$ cat config.mk
export PLATFORM = sky130hd
export DESIGN_NAME = btn_conditioner
export DESIGN_NICKNAME = d
export VERILOG_FILES = /design/src/rtl/btn_pkg.sv /design/src/rtl/btn_debounce_ch.sv /design/src/rtl/btn_conditioner.sv
export SDC_FILE = /design/constraint.sdc
export NUM_CORES = 1
export LEC_CHECK = 0
export BUFFER_PORTS_ARGS = -buffer_cell sky130_fd_sc_hd__buf_2
export CORE_ASPECT_RATIO = 1.1
export CORE_MARGIN = 4
export CORE_UTILIZATION = 25
export DETAILED_ROUTE_END_ITERATION = 8
export PLACE_DENSITY = 0.41
export SLEW_MARGIN = 30
export SYNTH_ARGS = -nofsm -noshare
export SYNTH_HDL_FRONTEND = slang
export SYNTH_SLANG_ARGS = --single-unit
$ cat constraint.sdc
create_clock -name clk_i -period 2.55 [get_ports clk_i]
set_input_delay 0.51 -clock clk_i [delete_from_list [all_inputs] [get_ports clk_i]]
set_output_delay 0.51 -clock clk_i [all_outputs]
set_load 0.05 [all_outputs]
$ cat src/rtl/btn_pkg.sv
// Shared constants, encodings and helpers for the pushbutton conditioning front end.
package btn_pkg;

    localparam int unsigned NUM_BTNS = 5;

    localparam int unsigned BTN_C = 0;
    localparam int unsigned BTN_U = 1;
    localparam int unsigned BTN_L = 2;
    localparam int unsigned BTN_R = 3;
    localparam int unsigned BTN_D = 4;

    typedef enum logic [1:0] {
        MODE_CLOCK     = 2'd0,
        MODE_TIMER     = 2'd1,
        MODE_STOPWATCH = 2'd2
    } mode_e;

    typedef enum logic [1:0] {
        RPT_IDLE   = 2'd0,
        RPT_DELAY  = 2'd1,
        RPT_REPEAT = 2'd2
    } rpt_state_e;

    // Width able to hold 0..n-1, never narrower than one bit.
    function automatic int unsigned cnt_width(input int unsigned n);
        return (n > 1) ? $clog2(n) : 1;
    endfunction

    // Unreachable encodings fall back to the clock display.
    function automatic mode_e next_mode(input mode_e cur);
        case (cur)
            MODE_CLOCK: return MODE_TIMER;
            MODE_TIMER: return MODE_STOPWATCH;
            default:    return MODE_CLOCK;
        endcase
    endfunction

endpackage

$ cat src/rtl/btn_debounce_ch.sv
// One button channel: two-flop synchroniser, debounce, edge pulses and auto-repeat FSM.
module btn_debounce_ch
    import btn_pkg::*;
#(
    parameter int unsigned DB_CYCLES         = 1000000,
    parameter int unsigned RPT_DELAY_CYCLES  = 50000000,
    parameter int unsigned RPT_PERIOD_CYCLES = 10000000,
    parameter bit          REPEAT_EN         = 1'b1
) (
    input  logic i_clk,
    input  logic i_rst,
    input  logic i_raw,
    output logic o_level,
    output logic o_press,
    output logic o_release,
    output logic o_repeat
);

    localparam int unsigned DB_W    = cnt_width(DB_CYCLES);
    localparam int unsigned RPT_MAX = (RPT_DELAY_CYCLES > RPT_PERIOD_CYCLES) ?
                                      RPT_DELAY_CYCLES : RPT_PERIOD_CYCLES;
    localparam int unsigned RPT_W   = cnt_width(RPT_MAX);

    localparam logic [DB_W-1:0]  DB_LAST  = DB_W'(DB_CYCLES - 1);
    localparam logic [RPT_W-1:0] DLY_LAST = RPT_W'(RPT_DELAY_CYCLES - 1);
    localparam logic [RPT_W-1:0] PER_LAST = RPT_W'(RPT_PERIOD_CYCLES - 1);

    logic             r_sync1, r_sync2, r_stable;
    logic [DB_W-1:0]  r_db_cnt;
    logic             r_level, r_press, r_release, r_repeat;
    rpt_state_e       r_state;
    logic [RPT_W-1:0] r_rpt_cnt;

    logic             w_rise, w_fall, w_rpt_pulse, w_repeat_nxt;
    rpt_state_e       w_state_nxt;
    logic [RPT_W-1:0] w_rpt_cnt_nxt;

    // r_level trails r_stable by one cycle, so edges are detected one cycle
    // before they become visible and all outputs update together.
    assign w_rise = r_stable & ~r_level;
    assign w_fall = ~r_stable & r_level;

    always_ff @(posedge i_clk) begin
        if (i_rst) begin
            r_sync1   <= 1'b0;
            r_sync2   <= 1'b0;
            r_stable  <= 1'b0;
            r_db_cnt  <= '0;
            r_level   <= 1'b0;
            r_press   <= 1'b0;
            r_release <= 1'b0;
            r_repeat  <= 1'b0;
            r_state   <= RPT_IDLE;
            r_rpt_cnt <= '0;
        end else begin
            r_sync1 <= i_raw;
            r_sync2 <= r_sync1;
            if (r_sync2 != r_stable) begin
                if (r_db_cnt == DB_LAST) begin
                    r_stable <= ~r_stable;
                    r_db_cnt <= '0;
                end else begin
                    r_db_cnt <= r_db_cnt + DB_W'(1);
                end
            end else begin
                r_db_cnt <= '0;
            end
            r_level   <= r_stable;
            r_press   <= w_rise;
            r_release <= w_fall;
            r_repeat  <= w_repeat_nxt;
            r_state   <= w_state_nxt;
            r_rpt_cnt <= w_rpt_cnt_nxt;
        end
    end

    // A release always returns to IDLE first, suppressing a coincident terminal count.
    always_comb begin
        w_state_nxt   = r_state;
        w_rpt_cnt_nxt = r_rpt_cnt;
        w_rpt_pulse   = 1'b0;
        case (r_state)
            RPT_IDLE: begin
                if (w_rise) begin
                    w_rpt_pulse   = 1'b1;
                    w_rpt_cnt_nxt = '0;
                    w_state_nxt   = RPT_DELAY;
                end
            end
            RPT_DELAY: begin
                if (w_fall) begin
                    w_rpt_cnt_nxt = '0;
                    w_state_nxt   = RPT_IDLE;
                end else if (r_rpt_cnt == DLY_LAST) begin
                    w_rpt_pulse   = 1'b1;
                    w_rpt_cnt_nxt = '0;
                    w_state_nxt   = RPT_REPEAT;
                end else begin
                    w_rpt_cnt_nxt = r_rpt_cnt + RPT_W'(1);
                end
            end
            RPT_REPEAT: begin
                if (w_fall) begin
                    w_rpt_cnt_nxt = '0;
                    w_state_nxt   = RPT_IDLE;
                end else if (r_rpt_cnt == PER_LAST) begin
                    w_rpt_pulse   = 1'b1;
                    w_rpt_cnt_nxt = '0;
                end else begin
                    w_rpt_cnt_nxt = r_rpt_cnt + RPT_W'(1);
                end
            end
            default: begin
                w_rpt_cnt_nxt = '0;
                w_state_nxt   = RPT_IDLE;
            end
        endcase
        w_repeat_nxt = REPEAT_EN ? w_rpt_pulse : w_rise;
    end

    assign o_level   = r_level;
    assign o_press   = r_press;
    assign o_release = r_release;
    assign o_repeat  = r_repeat;

endmodule

$ cat src/rtl/btn_conditioner.sv
// Five conditioned pushbutton channels plus the BTNU-driven display-mode register.
module btn_conditioner
    import btn_pkg::*;
#(
    parameter int unsigned DB_CYCLES         = 1000000,
    parameter int unsigned RPT_DELAY_CYCLES  = 50000000,
    parameter int unsigned RPT_PERIOD_CYCLES = 10000000,
    parameter logic [4:0]  REPEAT_MASK       = 5'b11101
) (
    input  logic       clk_i,
    input  logic       reset_n,
    input  logic [4:0] btn_raw,
    output logic [4:0] btn_level,
    output logic [4:0] btn_press,
    output logic [4:0] btn_release,
    output logic [4:0] btn_repeat,
    output logic [1:0] mode_o,
    output logic       mode_chg
);

    mode_e r_mode;
    logic  r_mode_chg;

    for (genvar g = 0; g < NUM_BTNS; g++) begin : g_ch
        btn_debounce_ch #(
            .DB_CYCLES         (DB_CYCLES),
            .RPT_DELAY_CYCLES  (RPT_DELAY_CYCLES),
            .RPT_PERIOD_CYCLES (RPT_PERIOD_CYCLES),
            .REPEAT_EN         (REPEAT_MASK[g])
        ) u_ch (
            .i_clk     (clk_i),
            .i_rst     (reset_n),
            .i_raw     (btn_raw[g]),
            .o_level   (btn_level[g]),
            .o_press   (btn_press[g]),
            .o_release (btn_release[g]),
            .o_repeat  (btn_repeat[g])
        );
    end

    // Only the true press pulse advances the mode, never auto-repeat.
    always_ff @(posedge clk_i) begin
        if (reset_n) begin
            r_mode     <= MODE_CLOCK;
            r_mode_chg <= 1'b0;
        end else begin
            r_mode_chg <= btn_press[BTN_U];
            if (btn_press[BTN_U]) begin
                r_mode <= next_mode(r_mode);
            end
        end
    end

    assign mode_o   = r_mode;
    assign mode_chg = r_mode_chg;

endmodule

==> summary.md <==
| Metric | Value |
|---|---|
| Status | complete, no violations |
| Minimum clock period | ~2.4 ns |
| Mapped Cells | between 1,000 and 1,500 |
| Die W | 215 µm |
| Clk_lat worst skew | between 0.5 and 0.6 ns |
| GRT Overall Usage | 0.109 |
| Top cell type's share of synthesized area | 0.422 |
| Critical Path Start Type | register |
| Total clock sinks | 249 |
| Crit share post-route | 0.926 |
| TNS Setup | 0 ns |
| RSZ-0062 raised after global routing | false |
| Clock Path Buffers | 3 |
| H-tree lvl count | 2 |
| Total core area | ~47,000 µm² |
| I/O pin total | 30 |
| First-pass GRT wire length | 47.3 mm |
| CP arrival | 2.75 ns |
| F_max | 423 MHz |
| Antenna viol nets, final | 0 |
| Row cnt | 83 |
| Initial antenna violation count | 0 |
| Setup bufs post-CTS | 0 |
| DR pass1 iterations | 5 |
| CTS clk-pin slew, worst paths | 0.05 ns |
| Yosys top cell by area | dfxtp_1 |
| Vias/cell | 4.67 |
| Number of synthesized flops with an enable pin | 0 |
| Slew margin rel. | 0.475 |
| CP required | 2.94 ns |
| Max FO, Critical Path | 9 |
| GRT Residual Overflow | 0 |
| Placer Congestion | 0.805 |
| Hold Vio Cnt, Final | 0 |
| Worst setup EP type | register |
| Most common cell in the synthesized netlist | dfxtp_1 |
| Root Driver | clkbuf_16 |
| Dpl cell area | 12,700 µm² |
| Design area | 13,900 µm² |
| Distinct cells, synth | 66 |
| Worst-Margin Slew | around 0.79 ns |
| VDD IR max | 0.000383 V |
| Average cell area after synthesis | about 8.4 µm² |
| Count of final setup violators | 0 |
| Worst Clk Skew | 0.0139 ns |
| Maximum capacitance violations | 0 |
| Grt met1 use | 0.143 |
| Slowest library cell on the worst path | or4_4 |
| Die ar. | just over 50,000 µm² |
| Detailed placement HPWL | 19.2 mm |
| Ys Warns | 0 |
| Most frequent cells after synthesis | dfxtp_1 (249), nor2_1 (208), nand2_1 (139) |
| Layout cells sized above 1 | 0.0924 |
| Worst Hold Class | primary input to register |
| # placed instances | 2,011 |
| CTS tree | done |
| DR WL/cell | ~13 µm |
| TritonCTS Buffers | 34 |
| Post-Syn Nets | 1,445 |
| Ant diodes | 0 |
| Vias in the first global route | 9,462 |
| Power Dens Cells | around 650 nW/µm² |
| Number of remaining DRC errors | 0 |
| Yosys reg bits | ~250 |
| Max-slew violation count | 0 |
| Largest net degree at the start of global routing | 39 |
| Met3 usage in global routing | 0.0218 |
| Die Height | around 240 µm |
| Post-synthesis sequential area ratio | 0.422 |
| CP Cell Sequence | or4b_1 > or4_4 > o2111ai_4 > a21oi_2 > a22oi_1 > o31ai_1 |
| Main flop type after synthesis | dfxtp_1 |
| Total leakage power | 4.88 nW |
| Ranking of synthesized cells by area | dfxtp_1 (42%), nor2_1 (6.6%), xor2_1 (6.1%), nand3_1 (5.8%), nand2_1 (4.4%) |
| Nets | 1,488 |
| Non-Filler Instances | 2,067 |
| Vias | 9,650 |
| Most Crowded Layer GR | met2 |
| Crit path kind | register to register |
| Post-Syn Area | around 12,000 µm² |
| Drt first-iter violations | between 400 and 500 |
| Max incr delay on CP | 0.60 ns |
| Initial Utilization | 0.253 |
| Hold_buf cts | 0 |
| Final WL | 27.5 mm |
| Port bufs | 29 |
| M2 GR Usage | 0.177 |
| Area delta synth->final | 17.5% |
| Async set or reset register ratio after synthesis | 0 |
-- flip-flops by register name (all words and copies together), names as in the netlist --
signal               count
g_ch.u_ch.o_repeat       4
g_ch.u_ch.r_rpt_cnt    104
g_ch.u_ch.r_db_cnt     100
g_ch.u_ch.r_sync2        5
g_ch.u_ch.r_state        8
g_ch.u_ch.r_sync1        5
g_ch.u_ch.r_stable       5
mode_chg                 1
mode_o                   2
g_ch.u_ch.o_press        5
g_ch.u_ch.o_level        5
g_ch.u_ch.o_release      5
-- kinds of logic after synthesis --
family	Yosys count	synth area share
fa+ha+maj	29	0.0307
compound gates	120	0.0694
mux	9	0.00763
flops	249	0.422
xor+xnor	134	0.0994
buf+inv	103	0.0404
simple gates	765	0.331
-- placed cells by master (no fill, tap or decap), types with 5 or more instances in the layout --
cell       count
o31ai_1        8
nand2_1      139
o311ai_0       5
ha_1          29
a211oi_1       8
and2_1        11
buf_4         41
nor3_1        18
nor2b_1       20
clkbuf_1       8
clkbuf_8       6
and3_1        52
nand3_1      138
nor4bb_1       7
o21ai_0       20
mux2i_1        9
xor2_1        82
xnor2_1       52
nor2_1       208
dfxtp_1      249
buf_2         28
nand2b_1       9
and4_1        16
nand4b_1       5
nor4_1        17
or3_1         34
inv_1         38
a21oi_1       30
clkbuf_16     37
nand4_1       50
or4_1          7
nor4b_1        9
a31oi_1       14
-- metrics by stage --
step	setup slack, ns	total power, mW	hold WS, ns	utilization
after floorplan	0.310	4.20	0.407	-
after global placement	0.211	4.30	0.427	0.272
after detailed placement	0.198	4.30	0.436	0.272
after CTS	0.183	9.26	0.168	0.297
after global routing	0.0341	9.42	0.200	0.297
final	0.188	9.04	0.200	0.297
-- worst max-delay path: cells and delay by family, from the launching register on --
kind             cells  cell delay [ns]
flip-flops           1             0.33
AND/OR/NAND/NOR      2             1.13
AO/OA/AOI/OAI        4             0.78
-- per-layer routing --
| metal | up-vias | wire length [µm] |
|---|---|---|
| met2 | 138 | 12400 |
| met3 | 52 | 1160 |
| met5 | - | 0 |
| li1 | 5010 | - |
| met4 | 0 | 721 |
| met1 | 4450 | 13300 |
-- layout make-up --
type                       instances  area (µm²)
multi-input combinational       1057        6360
clock buffer                      51        1040
tap                              595         744
fill                            4989       32900
sequential                       249        4980
inverter                          38         143
clock inverter                     5         103
timing repair buffer              72         508
-- final timing paths --
check / startpoint / endpoint / slack (ns) / cells after the start
max: g_ch[0].u_ch.r_rpt_cnt[11] / g_ch[0].u_ch.r_rpt_cnt[24] / 0.19 / 6
min reg2reg: g_ch[0].u_ch.r_sync1 / g_ch[0].u_ch.r_sync2 / 0.44 / 1
max reg2reg: g_ch[0].u_ch.r_rpt_cnt[11] / g_ch[0].u_ch.r_rpt_cnt[24] / 0.19 / 6
min: btn_raw[0] / g_ch[0].u_ch.r_sync1 / 0.20 / 2
-- power by group --
group / internal [mW] / total, mW / switching (mW)
registers: 3.91 / 3.93 / 0.0147
logic: 0.0866 / 0.285 / 0.199
clock network: 3.09 / 4.83 / 1.73
total: 7.09 / 9.04 / 1.95
-- timing repair --
action,in CTS,in global routing
resized for setup,0,1
setup endpoints to repair,0,4
hold endpoints to repair,0,0
No activity file was read; power rests on OpenSTA's default activity.
